<file path="config.mk">
export PLATFORM = sky130hd
export DESIGN_NAME = fetch_unit_flat
export DESIGN_NICKNAME = d
export VERILOG_FILES = /design/src/rtl/fetch_if.sv /design/src/rtl/fetch_unit.sv /design/src/flat_wrapper.sv
export SDC_FILE = /design/constraint.sdc
export NUM_CORES = 1
export LEC_CHECK = 0
export ABC_AREA = 1
export CAP_MARGIN = 0
export CORE_MARGIN = 4
export CORE_UTILIZATION = 30
export DETAILED_ROUTE_END_ITERATION = 7
export PLACE_DENSITY = 0.63
export SLEW_MARGIN = 20
export SYNTH_ARGS = -nofsm -noshare
export SYNTH_HDL_FRONTEND = slang
export SYNTH_SLANG_ARGS = --single-unit
</file>
<file path="constraint.sdc">
create_clock -name clk -period 3.7 [get_ports clk]
set_input_delay 0.74 -clock clk [delete_from_list [all_inputs] [get_ports clk]]
set_output_delay 0.74 -clock clk [all_outputs]
set_load 0.03 [all_outputs]
</file>
<file path="src/rtl/fetch_if.sv">
// Fetch-unit bus: decoder/datapath operands in, instruction memory handshake, and fetched-instruction state out.
// master = fetch unit side, slave = core/imem environment side.
interface fetch_if;
  logic [1:0]  jsel;
  logic        br_taken;
  logic [15:0] imm16;
  logic [25:0] addr26;
  logic [31:0] rs_val;
  logic        ex_stall;
  logic        imem_req;
  logic [31:0] imem_addr;
  logic        imem_ready;
  logic [31:0] imem_rdata;
  logic [31:0] instr;
  logic        instr_valid;
  logic [31:0] pc;
  logic [31:0] pc_plus4;
  logic        addr_err;

  modport master (
    input  jsel, br_taken, imm16, addr26, rs_val, ex_stall, imem_ready, imem_rdata,
    output imem_req, imem_addr, instr, instr_valid, pc, pc_plus4, addr_err
  );

  modport slave (
    output jsel, br_taken, imm16, addr26, rs_val, ex_stall, imem_ready, imem_rdata,
    input  imem_req, imem_addr, instr, instr_valid, pc, pc_plus4, addr_err
  );
endinterface

</file>
<file path="src/rtl/fetch_unit.sv">
// PC register, next-PC selection and BOOT/FETCH/EXEC fetch sequencer for the MIPS core.
// Define ALIGN_CHECK_EN to trap misaligned jump targets in a sticky HALT state instead of masking them.
module fetch_unit #(
  parameter logic [31:0] RESET_PC = 32'h0000_3000
) (
  input  logic    clk,
  input  logic    reset,
  fetch_if.master bus
);

`ifdef ALIGN_CHECK_EN
  typedef enum logic [1:0] {BOOT, FETCH, EXEC, HALT} state_t;
`else
  typedef enum logic [1:0] {BOOT, FETCH, EXEC} state_t;
`endif

  state_t      r_state;
  logic [31:0] r_pc;
  logic [31:0] r_instr;
  logic        r_imem_req;
  logic        r_instr_valid;
  logic        r_addr_err;

  logic [31:0] w_pc_plus4;
  logic [31:0] w_br_offset;
  logic [31:0] w_next_pc_raw;
  logic [31:0] w_next_pc;

  assign w_pc_plus4  = r_pc + 32'd4;
  assign w_br_offset = {{14{bus.imm16[15]}}, bus.imm16, 2'b00};

  always_comb begin
    w_next_pc_raw = w_pc_plus4;
    unique case (bus.jsel)
      2'b00: w_next_pc_raw = w_pc_plus4;
      2'b01: w_next_pc_raw = {w_pc_plus4[31:28], bus.addr26, 2'b00};
      2'b10: w_next_pc_raw = bus.br_taken ? (w_pc_plus4 + w_br_offset) : w_pc_plus4;
      2'b11: w_next_pc_raw = bus.rs_val;
      default: w_next_pc_raw = w_pc_plus4;
    endcase
  end

`ifdef ALIGN_CHECK_EN
  assign w_next_pc = w_next_pc_raw;
`else
  // Without the trap, low bits of a jr target are silently dropped.
  assign w_next_pc = w_next_pc_raw & 32'hFFFF_FFFC;
`endif

  always_ff @(posedge clk or posedge reset) begin
    if (reset) begin
      r_state       <= BOOT;
      r_pc          <= RESET_PC;
      r_instr       <= 32'd0;
      r_imem_req    <= 1'b0;
      r_instr_valid <= 1'b0;
      r_addr_err    <= 1'b0;
    end else begin
      case (r_state)
        BOOT: begin
          r_state    <= FETCH;
          r_imem_req <= 1'b1;
        end
        FETCH: begin
          if (bus.imem_ready) begin
            r_instr       <= bus.imem_rdata;
            r_state       <= EXEC;
            r_imem_req    <= 1'b0;
            r_instr_valid <= 1'b1;
          end
        end
        EXEC: begin
          if (!bus.ex_stall) begin
`ifdef ALIGN_CHECK_EN
            if (w_next_pc[1:0] != 2'b00) begin
              r_state       <= HALT;
              r_instr_valid <= 1'b0;
              r_addr_err    <= 1'b1;
            end else begin
              r_pc          <= w_next_pc;
              r_state       <= FETCH;
              r_instr_valid <= 1'b0;
              r_imem_req    <= 1'b1;
            end
`else
            r_pc          <= w_next_pc;
            r_state       <= FETCH;
            r_instr_valid <= 1'b0;
            r_imem_req    <= 1'b1;
`endif
          end
        end
`ifdef ALIGN_CHECK_EN
        HALT: begin
          r_state       <= HALT;
          r_imem_req    <= 1'b0;
          r_instr_valid <= 1'b0;
        end
`endif
        default: begin
          r_state       <= BOOT;
          r_imem_req    <= 1'b0;
          r_instr_valid <= 1'b0;
        end
      endcase
    end
  end

  assign bus.imem_req    = r_imem_req;
  assign bus.imem_addr   = r_pc;
  assign bus.instr       = r_instr;
  assign bus.instr_valid = r_instr_valid;
  assign bus.pc          = r_pc;
  assign bus.pc_plus4    = w_pc_plus4;
`ifdef ALIGN_CHECK_EN
  assign bus.addr_err    = r_addr_err;
`else
  assign bus.addr_err    = 1'b0;
`endif

endmodule

</file>
<file path="src/flat_wrapper.sv">
// flat-port wrapper written by rule: the top's interface ports become plain ports
module fetch_unit_flat 
#(
  parameter logic [31:0] RESET_PC = 32'h0000_3000
)
  (clk, reset, bus_jsel, bus_br_taken, bus_imm16, bus_addr26, bus_rs_val, bus_ex_stall, bus_imem_ready, bus_imem_rdata, bus_imem_req, bus_imem_addr, bus_instr, bus_instr_valid, bus_pc, bus_pc_plus4, bus_addr_err);
  fetch_if bus_i ();
  input  logic clk;
  input  logic reset;
  input wire logic [$bits(bus_i.jsel)-1:0] bus_jsel;
  input wire logic [$bits(bus_i.br_taken)-1:0] bus_br_taken;
  input wire logic [$bits(bus_i.imm16)-1:0] bus_imm16;
  input wire logic [$bits(bus_i.addr26)-1:0] bus_addr26;
  input wire logic [$bits(bus_i.rs_val)-1:0] bus_rs_val;
  input wire logic [$bits(bus_i.ex_stall)-1:0] bus_ex_stall;
  input wire logic [$bits(bus_i.imem_ready)-1:0] bus_imem_ready;
  input wire logic [$bits(bus_i.imem_rdata)-1:0] bus_imem_rdata;
  output wire logic [$bits(bus_i.imem_req)-1:0] bus_imem_req;
  output wire logic [$bits(bus_i.imem_addr)-1:0] bus_imem_addr;
  output wire logic [$bits(bus_i.instr)-1:0] bus_instr;
  output wire logic [$bits(bus_i.instr_valid)-1:0] bus_instr_valid;
  output wire logic [$bits(bus_i.pc)-1:0] bus_pc;
  output wire logic [$bits(bus_i.pc_plus4)-1:0] bus_pc_plus4;
  output wire logic [$bits(bus_i.addr_err)-1:0] bus_addr_err;
  assign bus_i.jsel = bus_jsel;
  assign bus_i.br_taken = bus_br_taken;
  assign bus_i.imm16 = bus_imm16;
  assign bus_i.addr26 = bus_addr26;
  assign bus_i.rs_val = bus_rs_val;
  assign bus_i.ex_stall = bus_ex_stall;
  assign bus_i.imem_ready = bus_imem_ready;
  assign bus_i.imem_rdata = bus_imem_rdata;
  assign bus_imem_req = bus_i.imem_req;
  assign bus_imem_addr = bus_i.imem_addr;
  assign bus_instr = bus_i.instr;
  assign bus_instr_valid = bus_i.instr_valid;
  assign bus_pc = bus_i.pc;
  assign bus_pc_plus4 = bus_i.pc_plus4;
  assign bus_addr_err = bus_i.addr_err;
  fetch_unit #(.RESET_PC(RESET_PC)) u_core (.clk(clk), .reset(reset), .bus(bus_i));
endmodule
</file>
=== After elaboration in Yosys (flattened, before gate mapping) ===
Cells that the tools add are included.

* Register bits: 66
* Latch bits: 0
* Memory bits (writable): 0
* Bits in read-only memories: 0
* Output and inout bits: 131
* Word-level logic and storage cells: 33
* Memories kept: 0

* Add/sub/neg operators: 2
* Multipliers: 0
* Divide/modulo/power cells: 0
* Magnitude comparators: 0
* Equal/unequal tests: 7
* Shifts and indexed selects: 0
* Mux-type cells: 11
* Bitwise gates (word level): 2
* Reductions and logical operators: 6

{| class="wikitable"
|+ Operator list
! operator !! number
|-
| 32-bit one-hot mux with 4 select lines || 1
|-
| 32-bit by 3-bit adder with 32-bit output, second input constant || 1
|-
| 32-bit adder || 1
|-
| 32-bit two-way mux || 1
|-
| 2-bit equality test, second input constant || 3
|-
| 1-bit one-hot mux with 3 select lines || 2
|-
| 2-bit one-hot mux with 3 select lines || 1
|-
| 2-bit AND reduction || 3
|-
| 2-bit by 1-bit equality test with 1-bit output, second input constant || 2
|-
| 2-bit logical NOT || 2
|-
| 1-bit two-way mux || 4
|-
| 2-bit two-way mux || 2
|-
| 2-bit inequality test, second input constant || 2
|-
| 3-bit AND reduction || 1
|-
| 1-bit inverter || 2
|}

=== Longest topological paths before layout ===
* Depth after elaboration: 4
* Gate-level depth with buffers: 24
* Gate-level depth less buffers: 24

=== Worst setup path after synthesis ===
Ideal clock, no wire load.

* Path kind: register to register
* Start: register u_core.r_pc[2] (netlist: u_core.bus.imem_addr[2])
* End: register u_core.r_pc[25] (netlist: u_core.bus.imem_addr[25])
* Setup time: 117 ps
* Arrival: 3037 ps
* Setup slack: 545 ps
* Cell stages (with the launch flop): 21
* Period minus slack after synthesis: 3155 ps
* Cells stage by stage: dfrtp_1 > ha_1 > nand2_1 > nor2_2 > nand2_2 > nor2_2 > nand3_1 > xor2_1 > inv_1 > ha_1 > nand2_1 > nor2_1 > inv_1 > nor3_1 > nand3_1 > nand4_1 > nand3_1 > nand2_1 > nand2_1 > nand2_1 > nand2_1

* Longest elaborated chain between the ends: 4

{| class="wikitable"
|+ Ends and longest elaborated chain
! element !! line !! RTL
|-
| start, declared || fetch_unit.sv:18 || <nowiki>logic [31:0] r_pc;</nowiki>
|-
| start signal, assigned || fetch_unit.sv:86 || <nowiki>r_pc <= w_next_pc;</nowiki>
|-
| 32-bit by 3-bit adder with 32-bit output || fetch_unit.sv:29 || <nowiki>assign w_pc_plus4 = r_pc + 32'd4;</nowiki>
|-
| net bus_pc_plus4[22] || flat_wrapper.sv:23 || <nowiki>output wire logic [$bits(bus_i.pc_plus4)-1:0] bus_pc_plus4;</nowiki>
|-
| 32-bit adder || fetch_unit.sv:37 || <nowiki>2'b10: w_next_pc_raw = bus.br_taken ? (w_pc_plus4 + w_br_offset) : w_pc_plus4;</nowiki>
|-
| 32-bit two-way mux || fetch_unit.sv:37 ||
|-
| 32-bit one-hot mux with 4 select lines || fetch_unit.sv:34 || <nowiki>unique case (bus.jsel)</nowiki>
|}

The timed path passes the listed nets, and every way through them passes these cells.
A chain may end at the register's enable or synchronous reset.

=== Worst setup path in the final report ===
* Start: register u_core.r_pc[12] (netlist: u_core.bus.imem_addr[12])
* End: output bus_pc_plus4[29]

* Longest elaborated chain between the ends: 1

{| class="wikitable"
|+ Ends and longest elaborated chain
! element !! line
|-
| 32-bit by 3-bit adder with 32-bit output || fetch_unit.sv:29
|-
| end, declared || flat_wrapper.sv:23
|}

No other way between the ends.

==> results.md <==
- The run finished with clean final reports.
- Measured in cells, the most critical reg-to-reg path has a length of 17.
- The level count of the clock H-tree is 3.
- Along the worst path, the maximum fanout reaches 5.
- The total global routing overflow is 0.
- In this run the number of cells on the critical path is 10.
- For the pin with the worst max-slew slack, the measured transition is ~0.95 ns.
- The hold violation total from the final report is 0.
- The count of buffers inserted at the top-level ports is approximately 230.
- Summed over all cells, the static leakage comes to 4.71 nW.
- The clock edge transition at the registers on the reported setup and hold paths is around 0.060 ns.
- CTS placed an instance of sky130_fd_sc_hd__clkbuf_16 at the clock tree root.
- The headroom to the max-slew limit is 36.4%.
- The sum of routed wire length over all layers is between 20 and 30 mm.
- The critical path endpoint category is an output port.
- In the synthesized netlist the async set-or-reset flop fraction comes to 100%.
- Compared with the post-synthesis result, the final layout area differs by 42.5%.
- The prevailing post-synth register cell is sky130_fd_sc_hd__dfrtp_1.
- The wire length of the first global-routing pass is 38.5 mm.
- CTS saw 65 sinks.
- The initial antenna violation count is 0.
- Counting flops and latches in the post-synthesis netlist gives 65.
- Counting I/O delays and the setup requirement, the final critical path takes roughly 3.4 ns.
- around 240 I/O pins were placed.
- The final number of setup-violating endpoints is 0.
- The total area of sequential cells is around 1600 um2.
- Entering global routing, the biggest net connects 36 pins.
- The worst setup path is of the reg -> out kind.
- The average routed wire per standard cell is between 15 and 20 um.
- The number of distinct library cells after synthesis is 47.
- The total non-filler cell area in the finished layout is 9660 um2.
- At the placement stage, the worst setup path has a slack of between 0.3 and 0.4 ns.
- The tightest hold path in the finished design has a slack of about 0.48 ns.
- The largest area contributor in the synthesized netlist is sky130_fd_sc_hd__dfrtp_1.
- In the final layout, the multi-input gates occupy ~4200 um2.
- The via count of the first global-routing pass was between 7,000 and 8,000.
- The worst-case IR drop observed on VDD is 360 uV.
- The number of instances in the synthesized netlist is around 1,000.
- For the worst-skew pair, the clock arrives at the later sink with an insertion delay of between 0.3 and 0.4 ns.
- Walking the worst path, the cells encountered are nand2_2, nor2_1, nand2_1, nor2_1, buf_4, nand2_1, nand2_1, nand2_1, inv_1, clkdlybuf4s50_1.
- The layout net count is between 1,000 and 1,500.
- The critical path contains buffers and inverters numbering 3 combined.
- The clock tree from TritonCTS is yes.
- After filler insertion, the fill cell instance count of the layout stands at between 2,000 and 2,500.
- The most frequent cell on the critical path is sky130_fd_sc_hd__nand2_1.
- The number of buffers created by CTS is 9.
- The number of standard cells in the layout, taps in and fillers out is 1,547.
- The slowest stage cell on the critical path is sky130_fd_sc_hd__clkdlybuf4s50_1.
- The fraction of synthesized cell area taken by the top area cell type is 23.3%.
- The dominant cell by count in the synthesized netlist is sky130_fd_sc_hd__nand2_1.
- Each instance of the synthesized netlist takes up on average approximately 6.5 um2.
- In this run the worst setup path begins at u_core.bus.imem_addr[12].
- The worst setup path is launched from a flop.
- Measured along the x axis, the die boundary spans about 160 um.
- Power spread over the standard cell area amounts to around 870 nW/um2.
- The count of hold buffers inserted by post-cts repair is 0.
- Across all register-to-register paths, the minimum setup slack is 0.27 ns.
- Yosys attributes the largest share of cell area to sky130_fd_sc_hd__dfrtp_1 23%, sky130_fd_sc_hd__nand2_1 18%, sky130_fd_sc_hd__inv_1 8.3%.
- The core region is 22,000 um2.
- Buffers added to address setup during post-CTS repair amount to 0.
- The longest clock path from root to sink contains 2 buffers.
- The longest individual stage delay on the worst path is ~0.69 ns.
- After routing, the total negative slack on setup checks comes to 0 ns.
- The kind of cell adding the most delay to the critical path is buffers and inverters.
- In the routed layout, each cell is associated on average with a via count of 4.84.
- In this run the critical register-to-register path is captured at u_core.bus.imem_addr[9].
- The number of diodes is 0.
- The effective utilization at floorplan is 30.8%.
- The first TritonRoute pass finished after 6 iterations.
- After layout, the worst setup slack is 0.251 ns.
- Following the worst setup path forward leads to its endpoint at bus_pc_plus4[29].
- At the worst endpoint, the required time is between 2 and 3 ns.
- The number of warning messages in the yosys log is 0.
- Routability-driven placement finished with a final weighted congestion of roughly 0.97.
- In the routed design, unresolved DRC markers number 0.
- Timing would allow up to 290 MHz.
- The path category of the worst min-delay check is reg -> reg.
- The post-detailed-placement cell area is 9310 um2.
- The commonest cells after synthesis are 327 x sky130_fd_sc_hd__nand2_1, 150 x sky130_fd_sc_hd__inv_1, 79 x sky130_fd_sc_hd__nor2_1.
- The count of flip-flops with a built-in enable after synthesis is 0.
- The data arrival at the endpoint of the critical path is between 2 and 3 ns.
- The area enclosed by the die boundary is about 25,000 um2.
- The final clock skew is approximately 0.0065 ns.
- The aggregate global-route resource usage is 19.6%.
- The worst path uses approximately 93% of the clock period.
- Once detail routing completed, the nets flagged for antenna violations numbered 0.
- The floorplan step set the die height to 158 um.
- The cell area that synthesis handed to floorplanning was 6780 um2.
- The first routing iteration left slightly above 600 violations.
- The HPWL after detailed placement is 21.3 mm.
- The number of placed instances, taps included is roughly 1,500.
- In this run the critical register-to-register path is launched from u_core.bus.imem_addr[4].
- The number of pins with negative max-slew slack in the final report is 0.
- The max-capacitance violation count is 0.
- Row generation in the floorplan step produced 54 rows.
- The layout cell share with drive strength beyond 1 is between 9 and 10%.
- The via count is about 7,500.
- The proportion of synthesized chip area in sequential cells is 24.0%.
-- cells in the final DEF (no fill, tap or decap), types with 9 or more instances in the layout --
master,n
sky130_fd_sc_hd__buf_4,24
sky130_fd_sc_hd__ha_1,35
sky130_fd_sc_hd__o21ai_0,33
sky130_fd_sc_hd__inv_1,149
sky130_fd_sc_hd__clkdlybuf4s50_1,234
sky130_fd_sc_hd__nand2_1,327
sky130_fd_sc_hd__xor2_1,18
sky130_fd_sc_hd__nand3_1,73
sky130_fd_sc_hd__nor2_1,77
sky130_fd_sc_hd__clkbuf_16,9
sky130_fd_sc_hd__dfrtp_1,63
sky130_fd_sc_hd__a21oi_1,54
sky130_fd_sc_hd__nor2_2,14
sky130_fd_sc_hd__nand2_2,9
sky130_fd_sc_hd__a221oi_1,14
sky130_fd_sc_hd__mux2_2,32
sky130_fd_sc_hd__o21ai_1,9
-- worst register-to-register path, delay by kind of cell, from the launching register on --
family / cells / cell delay (ns)
XOR/XNOR: 1 / 0.29
buffers and inverters: 3 / 0.31
AO/OA/AOI/OAI: 4 / 0.80
AND/OR/NAND/NOR: 8 / 1.01
adder cells (fa/ha/maj): 1 / 0.37
flip-flops: 1 / 0.48
-- flip-flops by register name (all words and copies together), names as in the netlist --
register                count
u_core.bus.imem_addr       30
u_core.bus.instr           32
u_core.bus.instr_valid      1
u_core.bus.imem_req         1
u_core.r_state              1
-- worst min-delay path by stage --
stage | start | end | slack, ns | cells after the start
2_1_floorplan | u_core.r_state[1] | u_core.bus.instr_valid | 0.54 | 3
3_3_place_gp | u_core.bus.instr_valid | u_core.bus.instr_valid | 0.46 | 2
3_5_place_dp | u_core.bus.instr_valid | u_core.bus.instr_valid | 0.47 | 2
4_1_cts | u_core.bus.instr_valid | u_core.bus.instr_valid | 0.48 | 2
5_1_grt | u_core.bus.instr[20] | u_core.bus.instr[20] | 0.52 | 1
6_report | u_core.bus.instr_valid | u_core.bus.instr_valid | 0.48 | 2
-- what timing repair did --
action / 4_1_cts / 5_1_grt
setup endpoints to repair: 0 / 6
gates resized for setup: 0 / 4
hold endpoints to repair: 0 / 0
-- metal layers --
metal  wire [um]  vias up  part of all wire (%)  GRT usage [%]
met5           0        -                     0              0
met1       11700     3447                    46           28.0
met4         217        0                  0.85           2.92
met3        1640       12                   6.4           2.36
li1            -     3748                     -              -
met2       12100      276                    47           32.6
-- where the power goes --
part	leakage (nW)	switching, mW	internal (mW)	total, mW
Clock	0.157	0.344	0.597	0.941
Combinational	3.78	3.71	2.33	6.04
Sequential	0.774	0.364	1.07	1.43
Total	4.71	4.42	3.99	8.41
-- kinds of logic after synthesis --
group	after synthesis	synth area share (%)
other	1	0.0553
and+or+nand+nor	535	33.9
buffers and inverters	215	14.3
AOI/OAI and AO/OA	139	12.2
adders and majority gates	36	6.76
xor gates and xnor gates	25	3.45
muxes	32	5.32
DFF	65	24.0
-- area by class of cell --
type | instances | share of cell area, %
Tap cell | 280 | 3.63
Inverter | 153 | 5.94
Clock inverter | 7 | 1.06
Multi-Input combinational cell | 774 | 43.9
Timing Repair Buffer | 259 | 26.3
Clock buffer | 9 | 2.33
Sequential cell | 65 | 16.9
-- through the flow --
step	util, %	power (mW)
floorplan	-	5.28
detailed placement	42.3	7.46
finish	43.9	8.41
CTS	43.7	8.43
global route	43.9	9.02
global placement	42.3	7.42
Power figures use the tool's default switching activity.
